==> src/rtl/alu_seq_if.sv <==
// Operand/result handshake bundle between the operand source, alu_seq and the result consumer.
interface alu_seq_if #(
    parameter int unsigned WIDTH = 32
);
    logic             in_valid;
    logic             in_ready;
    logic [WIDTH-1:0] a;
    logic [WIDTH-1:0] b;
    logic             cin;
    logic [2:0]       op;
    logic             out_valid;
    logic             out_ready;
    logic [WIDTH-1:0] result;
    logic             carry;
    logic             overflow;
    logic             zero;
    logic             negative;
    logic             busy;

    // Source/consumer side
    modport master (
        output in_valid, a, b, cin, op, out_ready,
        input  in_ready, out_valid, result, carry, overflow, zero, negative, busy
    );

    // ALU side
    modport slave (
        input  in_valid, a, b, cin, op, out_ready,
        output in_ready, out_valid, result, carry, overflow, zero, negative, busy
    );
endinterface

==> src/rtl/alu_seq.sv <==
// Sequential ALU: single-cycle arithmetic/logic, bit-serial shifts, registered result stage.
module alu_seq #(
    parameter int unsigned WIDTH = 32
) (
    input  logic       clk,
    input  logic       rst_n,
    alu_seq_if.slave   bus
);
    localparam int unsigned SHW = $clog2(WIDTH);

    localparam logic [2:0] OP_ADD = 3'b000;
    localparam logic [2:0] OP_SUB = 3'b001;
    localparam logic [2:0] OP_AND = 3'b010;
    localparam logic [2:0] OP_OR  = 3'b011;
    localparam logic [2:0] OP_XOR = 3'b100;
    localparam logic [2:0] OP_SLT = 3'b101;
    localparam logic [2:0] OP_SLL = 3'b110;

    typedef enum logic [1:0] {IDLE, EXEC, DONE} state_e;

    state_e           state_q, state_d;
    logic [WIDTH-1:0] result_q, result_d;
    logic             carry_q, carry_d;
    logic             overflow_q, overflow_d;
    logic             zero_q, zero_d;
    logic             negative_q, negative_d;
    logic             out_valid_q, out_valid_d;
    logic             busy_q, busy_d;
    logic [SHW-1:0]   count_q, count_d;
    logic             sll_q, sll_d;

    logic             in_ready_c;
    logic             accept_c;
    logic [WIDTH-1:0] b_op_c;
    logic [WIDTH:0]   sum_c;
    logic [SHW-1:0]   shamt_c;
    logic             slt_c;

    // Ready depends only on state and consumer back-pressure, never on in_valid
    assign in_ready_c = (state_q == IDLE) || ((state_q == DONE) && bus.out_ready);
    assign accept_c   = bus.in_valid && in_ready_c;

    // Shared adder (SUB is a + ~b + cin) and operand decode
    always_comb begin
        b_op_c  = (bus.op == OP_SUB) ? ~bus.b : bus.b;
        sum_c   = {1'b0, bus.a} + {1'b0, b_op_c} + {{WIDTH{1'b0}}, bus.cin};
        shamt_c = bus.b[SHW-1:0];
        slt_c   = $signed(bus.a) < $signed(bus.b);
    end

    // Next-state: serial shift step in EXEC, else capture on accept, else retire in DONE
    always_comb begin
        state_d     = state_q;
        result_d    = result_q;
        carry_d     = carry_q;
        overflow_d  = overflow_q;
        out_valid_d = out_valid_q;
        busy_d      = busy_q;
        count_d     = count_q;
        sll_d       = sll_q;

        if (state_q == EXEC) begin
            if (sll_q) begin
                carry_d  = result_q[WIDTH-1];
                result_d = {result_q[WIDTH-2:0], 1'b0};
            end else begin
                carry_d  = result_q[0];
                result_d = {result_q[WIDTH-1], result_q[WIDTH-1:1]};
            end
            count_d = count_q - SHW'(1);
            if (count_q == SHW'(1)) begin
                state_d     = DONE;
                out_valid_d = 1'b1;
                busy_d      = 1'b0;
            end
        end else if (accept_c) begin
            carry_d     = 1'b0;
            overflow_d  = 1'b0;
            state_d     = DONE;
            out_valid_d = 1'b1;
            busy_d      = 1'b0;
            unique case (bus.op)
                OP_ADD, OP_SUB: begin
                    result_d   = sum_c[WIDTH-1:0];
                    carry_d    = sum_c[WIDTH];
                    overflow_d = (bus.a[WIDTH-1] == b_op_c[WIDTH-1]) &&
                                 (sum_c[WIDTH-1] != bus.a[WIDTH-1]);
                end
                OP_AND:  result_d = bus.a & bus.b;
                OP_OR:   result_d = bus.a | bus.b;
                OP_XOR:  result_d = bus.a ^ bus.b;
                OP_SLT:  result_d = {{(WIDTH-1){1'b0}}, slt_c};
                default: begin
                    // SLL / SRA: zero shift amount completes immediately with a passed through
                    result_d = bus.a;
                    sll_d    = (bus.op == OP_SLL);
                    if (shamt_c != '0) begin
                        count_d     = shamt_c;
                        state_d     = EXEC;
                        out_valid_d = 1'b0;
                        busy_d      = 1'b1;
                    end
                end
            endcase
        end else if ((state_q == DONE) && bus.out_ready) begin
            state_d     = IDLE;
            out_valid_d = 1'b0;
        end

        zero_d     = (result_d == '0);
        negative_d = result_d[WIDTH-1];
    end

    // State and output registers
    always_ff @(posedge clk or negedge rst_n) begin
        if (!rst_n) begin
            state_q     <= IDLE;
            result_q    <= '0;
            carry_q     <= 1'b0;
            overflow_q  <= 1'b0;
            zero_q      <= 1'b0;
            negative_q  <= 1'b0;
            out_valid_q <= 1'b0;
            busy_q      <= 1'b0;
            count_q     <= '0;
            sll_q       <= 1'b0;
        end else begin
            state_q     <= state_d;
            result_q    <= result_d;
            carry_q     <= carry_d;
            overflow_q  <= overflow_d;
            zero_q      <= zero_d;
            negative_q  <= negative_d;
            out_valid_q <= out_valid_d;
            busy_q      <= busy_d;
            count_q     <= count_d;
            sll_q       <= sll_d;
        end
    end

    assign bus.in_ready  = in_ready_c;
    assign bus.out_valid = out_valid_q;
    assign bus.result    = result_q;
    assign bus.carry     = carry_q;
    assign bus.overflow  = overflow_q;
    assign bus.zero      = zero_q;
    assign bus.negative  = negative_q;
    assign bus.busy      = busy_q;
endmodule

==> src/flat_wrapper.sv <==
// flat-port wrapper written by rule: the top's interface ports become plain ports
module alu_seq_flat 
#(
    parameter int unsigned WIDTH = 32
)
  (clk, rst_n, bus_in_valid, bus_a, bus_b, bus_cin, bus_op, bus_out_ready, bus_in_ready, bus_out_valid, bus_result, bus_carry, bus_overflow, bus_zero, bus_negative, bus_busy);
  alu_seq_if #(.WIDTH(WIDTH)) bus_i ();
  input  logic clk;
  input  logic rst_n;
  input wire logic [$bits(bus_i.in_valid)-1:0] bus_in_valid;
  input wire logic [$bits(bus_i.a)-1:0] bus_a;
  input wire logic [$bits(bus_i.b)-1:0] bus_b;
  input wire logic [$bits(bus_i.cin)-1:0] bus_cin;
  input wire logic [$bits(bus_i.op)-1:0] bus_op;
  input wire logic [$bits(bus_i.out_ready)-1:0] bus_out_ready;
  output wire logic [$bits(bus_i.in_ready)-1:0] bus_in_ready;
  output wire logic [$bits(bus_i.out_valid)-1:0] bus_out_valid;
  output wire logic [$bits(bus_i.result)-1:0] bus_result;
  output wire logic [$bits(bus_i.carry)-1:0] bus_carry;
  output wire logic [$bits(bus_i.overflow)-1:0] bus_overflow;
  output wire logic [$bits(bus_i.zero)-1:0] bus_zero;
  output wire logic [$bits(bus_i.negative)-1:0] bus_negative;
  output wire logic [$bits(bus_i.busy)-1:0] bus_busy;
  assign bus_i.in_valid = bus_in_valid;
  assign bus_i.a = bus_a;
  assign bus_i.b = bus_b;
  assign bus_i.cin = bus_cin;
  assign bus_i.op = bus_op;
  assign bus_i.out_ready = bus_out_ready;
  assign bus_in_ready = bus_i.in_ready;
  assign bus_out_valid = bus_i.out_valid;
  assign bus_result = bus_i.result;
  assign bus_carry = bus_i.carry;
  assign bus_overflow = bus_i.overflow;
  assign bus_zero = bus_i.zero;
  assign bus_negative = bus_i.negative;
  assign bus_busy = bus_i.busy;
  alu_seq #(.WIDTH(WIDTH)) u_core (.clk(clk), .rst_n(rst_n), .bus(bus_i));
endmodule
==> config.mk <==
export PLATFORM = sky130hd
export DESIGN_NAME = alu_seq_flat
export DESIGN_NICKNAME = d
export VERILOG_FILES = /design/src/rtl/alu_seq_if.sv /design/src/rtl/alu_seq.sv /design/src/flat_wrapper.sv
export SDC_FILE = /design/constraint.sdc
export NUM_CORES = 1
export LEC_CHECK = 0
export CAP_MARGIN = 15
export CORE_UTILIZATION = 36
export CTS_CLUSTER_SIZE = 16
export DETAILED_ROUTE_END_ITERATION = 8
export HOLD_SLACK_MARGIN = 0.02
export PLACE_DENSITY = 0.61
export SLEW_MARGIN = 20
export SYNTH_ARGS = -nofsm -noshare
export SYNTH_HDL_FRONTEND = slang
export SYNTH_SLANG_ARGS = --single-unit
export TNS_END_PERCENT = 20
==> constraint.sdc <==
create_clock -name clk -period 3.1 [get_ports clk]
set_input_delay 0.465 -clock clk [delete_from_list [all_inputs] [get_ports clk]]
set_output_delay 0.465 -clock clk [all_outputs]
set_load 0.005 [all_outputs]
Word level (Yosys, flattened, before mapping). Index checks and enable logic that the tools add are counted.

Flip-flop bits (word level): 46. Input bits: 72. Logic and storage cells: 82.

$add $sub $neg: 3. Magnitude comparators: 1. Eq/ne operators: 13. Muxes and demuxes: 31. Bitwise gates (word level): 6. Reductions and logical operators: 18.

Operator list (number): 32-bit case mux with 5 select lines (1); 32-bit 2-to-1 mux (4); 32-bit by 32-bit adder with 33-bit output (1); 33-bit by 1-bit adder with 33-bit output (1); 32-bit bitwise AND (1); 32-bit zero test (1); 32-bit less-than comparator (1); 32-bit inverter (1); 32-bit bitwise OR (1); 32-bit XOR (1); 5-bit 2-to-1 mux (4); 1-bit 2-to-1 mux (16); 2-bit 2-to-1 mux (6); 3-bit equality test (second input constant) (3); 3-bit by 2-bit equality test with 1-bit output (second input constant) (2); 2-bit AND reduction (3); 3-bit AND reduction (2); 6-bit OR reduction (1); 5-bit by 1-bit equality test with 1-bit output (second input constant) (1); 5-bit nonzero test (1); 5-bit by 1-bit subtractor with 5-bit output (second input constant) (1); 2-bit nonzero test (2); 3-bit by 1-bit equality test with 1-bit output (second input constant) (1); 1-bit logical AND (3); 12 further kinds (13).

Longest topological paths before layout. Gate-level depths: netlist (run 1).

Depth after elaboration: 8. Gate-level depth with buffers: 20. Depth with buffers taken out: 15.

Worst setup path before layout (run 1). No wires, ideal clock.

Path kind: in2reg. Start: input bus_op[0]. End: register u_core.zero_q, in the netlist u_core.bus.zero. Arrival: 4711 ps. Data required time: 3004 ps. Slack: -1707 ps. Cell stages on the path: 20. Path buffers: 6. Cells stage by stage: buf_2 -> buf_2 -> buf_2 -> buf_2 -> and2_1 -> clkbuf_1 -> buf_2 -> xnor2_1 -> fa_1 -> fa_1 -> and2b_1 -> o21ai_1 -> a311o_1 -> a211oi_2 -> nor2_1 -> o41ai_2 -> o31ai_1 -> nor4_1 -> nand4_1 -> nor4_2.

Word-level cells in the longest chain between the ends: 8. Elaborated cells on any way between the ends: 14.

Ends and longest elaborated chain: from (decl) (RTL line flat_wrapper.sv:14) `input wire logic [$bits(bus_i.op)-1:0] bus_op;`; 3-bit by 1-bit equality test with 1-bit output (RTL line alu_seq.sv:45, alu_seq.sv:82); 32-bit 2-to-1 mux (RTL line alu_seq.sv:45) `b_op_c = (bus.op == OP_SUB) ? ~bus.b : bus.b;`; 32-bit by 32-bit adder with 33-bit output (RTL line alu_seq.sv:46) `sum_c = {1'b0, bus.a} + {1'b0, b_op_c} + {{WIDTH{1'b0}}, bus.cin};`; 33-bit by 1-bit adder with 33-bit output (RTL line alu_seq.sv:46); 32-bit case mux with 5 select lines (*) (RTL line alu_seq.sv:82) `unique case (bus.op)`; 32-bit 2-to-1 mux (*) (RTL line alu_seq.sv:76) `end else if (accept_c) begin`; 32-bit 2-to-1 mux (*) (RTL line alu_seq.sv:62) `if (state_q == EXEC) begin`; via u_core.result_d[30] (RTL line alu_seq.sv:22) `logic [WIDTH-1:0] result_q, result_d;`; 32-bit zero test (*) (RTL line alu_seq.sv:110) `zero_d = (result_d == '0);`; via u_core.zero_d (RTL line alu_seq.sv:25) `logic zero_q, zero_d;`; to (signal assigned) (RTL line alu_seq.sv:132) `zero_q <= zero_d;`; to (decl) (RTL line alu_seq.sv:25).

The timed path passes the listed nets; every way through them passes the cells marked *. A chain may end at the register's enable or synchronous reset.

Final worst setup path (run 1).
Start: input bus_op[2]. End: register u_core.zero_q, in the netlist u_core.bus.zero.

The elaborated chain is that of the path after synthesis.

==> flow_metrics.env, run 1 <==
export IMPL_ys_seq_area_frac=0.1430
export IMPL_max_slew_margin=0.3763
export IMPL_clock_skew_ns=0.01035
export IMPL_crit_arrival_ns=4.04
export IMPL_max_stage_delay_ns=0.54
export IMPL_cp_cell_sequence="buf_6 -> nor2_4 -> and2_4 -> xnor2_4 -> fa_2 -> fa_2 -> nor2_2 -> a311oi_2 -> a211oi_1 -> a221o_1 -> or4_4 -> nor4_4 -> nand4b_1 -> nor4b_2 -> nand4_1 -> nor4_2"
export IMPL_fp_dieW_um=148.2
export IMPL_min_period_ns=3.843
export IMPL_clkTransAtPathRegs_ns=0.06
export IMPL_synth_seq_cells=44
export IMPL_drv_cap=0
export IMPL_async_reset_ff_frac=1.000
export IMPL_synth_cells=1001
export IMPL_grt_overflow_total=0
export IMPL_antenna_left=0
export IMPL_cts_tree="done"
export IMPL_grt_use_total=0.2389
export IMPL_syn_to_final_growth_pct=48.75
export IMPL_finalHoldViolCount=0
export IMPL_hold_buffers=0
export IMPL_path_buf_inv=1
export IMPL_hp_class="primary input to async pin"
export IMPL_synth_top_cells_by_area="ha_1, dfrtp_1, o21ai_0, inv_1, xnor2_1"
export IMPL_cts_root_buf="clkbuf_16"
export IMPL_portBuffers=110
export IMPL_synth_top_area_cell="ha_1"
export IMPL_pre_cts_slack_ns=-1.418
export IMPL_synthTopCellsByCount="ha_1, inv_1, o21ai_0, a21oi_1, nand2_1"
export IMPL_htreeDepth=2
export IMPL_worst_pin_slew_ns=0.9355
export IMPL_critPathMaxFanout=3
export IMPL_drtIter0Drc=499
export IMPL_synth_edf_count=0
export IMPL_gp_congestion=0.8930
export IMPL_synth_top_cell_area_share=0.2097
export IMPL_power_uw=5453
export IMPL_final_util=0.5447
export IMPL_finalCritPeriodShare=1.240
export IMPL_pin_count=111
export IMPL_drc=0
export IMPL_critPathCaptureType="register"
export IMPL_syn_cell_area_um2=7697
export IMPL_cts_made_buffers=5
export IMPL_power_density_nw_per_um2=476.3
export IMPL_setup_viol=9
export IMPL_critPathKind="primary input to register"
export IMPL_ir_drop_uv=271.4
export IMPL_r2r_slack_ns=0.09
export IMPL_grt_pass1_wl_mm=42.25
export IMPL_row_count=53
export IMPL_cpMaxStageDelayCell="fa_2"
export IMPL_syn_num_nets=1204
export IMPL_start_util=0.3662
export IMPL_drt_pass1_iter_count=5
export IMPL_antenna_cells=0
export IMPL_die_h_um=148.2
export IMPL_required_ns=3.30
export IMPL_via_per_inst=5.325
export IMPL_run_status="complete, but fails checks"
export IMPL_crit_path_frequent_cell="fa_2"
export IMPL_slew_violations=0
export IMPL_cp_top_family="simple AND/OR/NAND/NOR gates"
export IMPL_startpoint_type="primary input"
export IMPL_wirelength_mm=26.47
export IMPL_setup_ws_ns=-0.7426
export IMPL_max_freq_ghz=0.2602
export IMPL_ys_warn_count=0
export IMPL_yosysMostFrequentCell="ha_1"
export IMPL_cts_sinks=44
export IMPL_fp_dieArea_um2=21970
export IMPL_synth_cell_types=74
export IMPL_wire_per_inst_um=16.43
export IMPL_whs_ns=0.1794
export IMPL_vias=8579
export IMPL_nets=1539
export IMPL_violations="negative setup slack"
export IMPL_dp_hpwl_mm=21.04
export IMPL_antenna_found_initial=0
export IMPL_clk_latency_ns=0.30
export IMPL_rsz0062_at_grt="yes"
export IMPL_setup_tns_ns=-2.737
export IMPL_avgSynthCellArea_um2=7.690
export IMPL_grt_max_degree=85
export IMPL_grt_pass1_vias=8330
export IMPL_layout_drive_gt1_share=0.2717
export IMPL_synth_ff_type="dfrtp_1"
export IMPL_cts_buffer_depth=2
export IMPL_coreArea_um2=21020
export IMPL_power_leakage_uw=0.005419
per-stage QoR:
stage          std cells  cell area [um^2]
2_1_floorplan       1001              7794
3_3_place_gp        1585             10870
3_5_place_dp        1585             10870
4_1_cts             1606             11260
5_1_grt             1611             11450
6_report            1611             11450
cell type report:
| cell class | count | area, um^2 |
|---|---|---|
| Fill cell | 1975 | 9572 |
| Multi-Input combinational cell | 793 | 6227 |
| Timing Repair Buffer | 385 | 3238 |
| Sequential cell | 44 | 1101 |
| Inverter | 107 | 401.6 |
| Tap cell | 275 | 344.1 |
| Clock buffer | 5 | 125.1 |
| Clock inverter | 2 | 12.51 |
cells by family after synthesis:
kind of cell | count (synthesis) | share of synthesized area
compound gates | 321 | 0.2744
simple gates | 246 | 0.1648
buf+inv | 164 | 0.08453
fa+ha+maj | 131 | 0.2149
xor+xnor | 51 | 0.05803
mux | 44 | 0.06031
flops | 44 | 0.1430
worst paths after layout:
| path | from | end | depth (start not counted) |
|---|---|---|---|
| min reg2reg | u_core.bus.busy | u_core.bus.busy | 2 |
| max in group asynchronous | rst_n | u_core.bus.result[28] | 1 |
| max | bus_op[2] | u_core.bus.zero | 16 |
| max reg2reg | u_core.sll_q | u_core.bus.zero | 9 |
| min | rst_n | u_core.count_q[2] | 1 |
| min in group clk | u_core.bus.busy | u_core.bus.busy | 2 |
registers in the layout (all words and copies together) (netlist names):
register             cells
u_core.state_q           2
u_core.count_q           5
u_core.bus.carry         1
u_core.bus.zero          1
u_core.bus.overflow      1
u_core.bus.result       31
u_core.sll_q             1
u_core.bus.busy          1
u_core.bus.negative      1
cells in the final DEF, fill, tap and decap left out, types with 5 or more instances in the layout:
master | netlist | layout
o21a_1 | 7 | 6
o21ai_1 | 6 | 11
nand2_1 | 61 | 60
a31oi_1 | 8 | 8
mux2_2 | 19 | 19
nand4_1 | 12 | 12
ha_1 | 129 | 128
dfrtp_1 | 44 | 44
nor4_1 | 7 | 5
buf_4 | 4 | 271
o21ai_0 | 85 | 74
inv_1 | 107 | 104
nor2b_1 | 38 | 37
clkbuf_16 | 0 | 5
mux2i_1 | 25 | 25
nor3_1 | 14 | 12
a21oi_2 | 1 | 6
xor2_1 | 8 | 8
o211ai_1 | 24 | 24
clkdlybuf4s50_1 | 0 | 102
o22ai_1 | 6 | 6
o31ai_1 | 8 | 6
o21ai_2 | 0 | 5
a21oi_1 | 66 | 60
o221ai_1 | 7 | 7
a211o_1 | 7 | 7
nand2b_1 | 12 | 12
a221oi_1 | 18 | 17
a21o_1 | 13 | 13
xnor2_1 | 43 | 40
nor2_1 | 52 | 49
nand3_1 | 16 | 14
a311oi_1 | 7 | 5
a211oi_1 | 18 | 17
where the power goes:
group          internal (uW)  switching (uW)
combinational           1980            1670
sequential               848             416
clock                    293             240
total                   3120            2330
metal layers:
metal / share of wire / vias up / GRT usage
li1: - / 4273 / -
met1: 0.46 / 4051 / 0.3152
met2: 0.48 / 223 / 0.4192
met3: 0.047 / 32 / 0.02423
met4: 0.013 / 0 / 0.04897
met5: 0 / - / 0
what timing repair did:
item,in CTS,in global routing
gates resized for setup,40,37
setup endpoints to repair,23,19
pin swaps,28,25
gates cloned,2,0
buffers inserted,13,6
Power figures use the tool's default switching activity.
==> run 2, diff against run 1 <==
--- a/config.mk
+++ b/config.mk
@@ -6,6 +6,7 @@
 export NUM_CORES = 1
 export LEC_CHECK = 0
 export CAP_MARGIN = 15
+export CORE_MARGIN = 2
 export CORE_UTILIZATION = 36
 export CTS_CLUSTER_SIZE = 16
 export DETAILED_ROUTE_END_ITERATION = 8
==> flow_metrics.env, run 2 (synthesis gave the netlist of run 1 again) <==
export IMPL_run_status="complete, but fails checks"
export IMPL_violations="negative setup slack"
export IMPL_critPathMaxFanout=3
export IMPL_max_slew_margin=0.5614
export IMPL_grt_overflow_total=0
export IMPL_fp_dieW_um=150.2
export IMPL_worst_r2r_endpoint="u_core.bus.zero"
export IMPL_dp_hpwl_mm=21.12
export IMPL_cts_buffer_depth=2
export IMPL_max_freq_ghz=0.2678
export IMPL_startpoint_type="primary input"
export IMPL_placed_area_um2=10870
export IMPL_antenna_found_initial=0
export IMPL_wirelength_mm=27.04
export IMPL_hold_buffers=0
export IMPL_row_count=53
export IMPL_r2r_start="u_core.state_q[0]"
export IMPL_coreArea_um2=21020
export IMPL_portBuffers=110
export IMPL_drt_pass1_iter_count=7
export IMPL_cp_cell_sequence="buf_8 -> nor2_4 -> and2_4 -> xnor2_4 -> fa_2 -> fa_2 -> and2b_2 -> buf_6 -> o21ai_4 -> a311o_1 -> a211oi_4 -> or3_1 -> o41ai_1 -> or3_1 -> nor4_2 -> nand4_1 -> nor4_2"
export IMPL_grt_pass1_vias=8285
export IMPL_crit_arrival_ns=3.93
export IMPL_cpMaxStageDelayCell="or3_1"
export IMPL_cts_root_buf="clkbuf_16"
export IMPL_gp_congestion=0.9221
export IMPL_layout_common_cells="buf_4, ha_1, inv_1, clkdlybuf4s50_1, o21ai_0"
export IMPL_drv_cap=0
export IMPL_cts_sinks=44
export IMPL_grt_max_degree=65
export IMPL_min_period_ns=3.734
export IMPL_rsz0062_at_grt="yes"
export IMPL_cts_made_buffers=5
export IMPL_pin_count=111
export IMPL_clkTransAtPathRegs_ns=0.07
export IMPL_slew_violations=0
export IMPL_finalCritPeriodShare=1.205
export IMPL_start_util=0.3662
export IMPL_clock_skew_ns=0.007240
export IMPL_ir_drop_uv=326.0
export IMPL_reg2reg_depth=11
export IMPL_setup_ws_ns=-0.6342
export IMPL_wire_per_inst_um=16.79
export IMPL_cts_tree="done"
export IMPL_cp_top_family="simple AND/OR/NAND/NOR gates"
export IMPL_vias=8680
export IMPL_layout_drive_gt1_share=0.2839
export IMPL_fp_dieArea_um2=22570
export IMPL_drtIter0Drc=535
export IMPL_via_per_inst=5.391
export IMPL_nets=1537
export IMPL_whs_ns=0.1593
export IMPL_final_util=0.5541
export IMPL_largest_reg_flops=31
export IMPL_power_leakage_uw=0.005469
export IMPL_syn_to_final_growth_pct=51.33
export IMPL_power_density_nw_per_um2=481.8
export IMPL_finalHoldViolCount=0
export IMPL_worst_pin_slew_ns=0.6579
export IMPL_required_ns=3.30
export IMPL_max_stage_delay_ns=0.40
export IMPL_grt_use_total=0.2356
export IMPL_drc=0
export IMPL_clk_latency_ns=0.30
export IMPL_grt_pass1_wl_mm=42.68
export IMPL_setup_viol=9
export IMPL_die_h_um=150.2
export IMPL_r2r_slack_ns=0.22
export IMPL_hp_class="primary input to async pin"
export IMPL_antenna_cells=0
export IMPL_antenna_left=0
export IMPL_final_common_cell="buf_4"
export IMPL_final_area_um2=11650
export IMPL_path_buf_inv=2
export IMPL_critPathKind="primary input to register"
export IMPL_power_uw=5612
export IMPL_htreeDepth=2
export IMPL_critPathCaptureType="register"
==> run 2: cell types whose count changed in the layout (fill, tap and decap cells not counted), sizes merged <==
| cell | change |
|---|---|
| inv | +1 |
| bufinv | +1 |
| clkinv | -1 |
| buf | -2 |
==> run 2: layout make-up <==
cell class              instances  area [um^2]
fillers                      1918         9373
multi-input cells             793         6349
clock inverters                 3        46.29
inverters                     107        401.6
repair buffers                383         3282
flip-flops and latches         44         1101
clock buffers                   5        125.1
well taps                     275        344.1
==> run 2: per-stage QoR <==
stage          TNS (ns)  worst slack (ns)  instances
6_report         -2.406           -0.6342       1610
5_1_grt          -3.932           -0.8738       1610
4_1_cts          -1.975           -0.7939       1598
3_5_place_dp     -15.98            -1.342       1584
3_3_place_gp     -15.20            -1.265       1584
2_1_floorplan    -9.311            -1.196       1001
==> run 2: report_power, final <==
group          switching, uW  total, uW  internal [uW]
clock                    251        635            384
sequential               404       1250            848
combinational           1720       3730           2010
total                   2370       5610           3240
==> run 2: how the worst max path moves through the flow <==
stage	from	endpoint	slack, ns	cells after the start
final	bus_op[2]	u_core.bus.zero	-0.63	17
after global routing	bus_op[2]	u_core.bus.zero	-0.87	17
after global placement	bus_op[2]	u_core.bus.zero	-1.26	16
after detailed placement	bus_op[2]	u_core.bus.zero	-1.34	16
after floorplan	bus_op[0]	u_core.bus.zero	-1.20	20
after CTS	bus_op[1]	u_core.bus.zero	-0.79	16
==> run 2: routing by layer <==
metal | global-route usage | share of wire
met2 | 0.4130 | 0.49
met1 | 0.3231 | 0.45
met5 | 0 | 0
met3 | 0.01636 | 0.048
met4 | 0.03679 | 0.013
==> run 2: timing repair <==
action / 4_1_cts / 5_1_grt
buffers inserted: 8 / 14
endpoints found under the setup margin: 23 / 18
pin swaps: 32 / 48
resized for setup: 51 / 61
cloned: 1 / 0
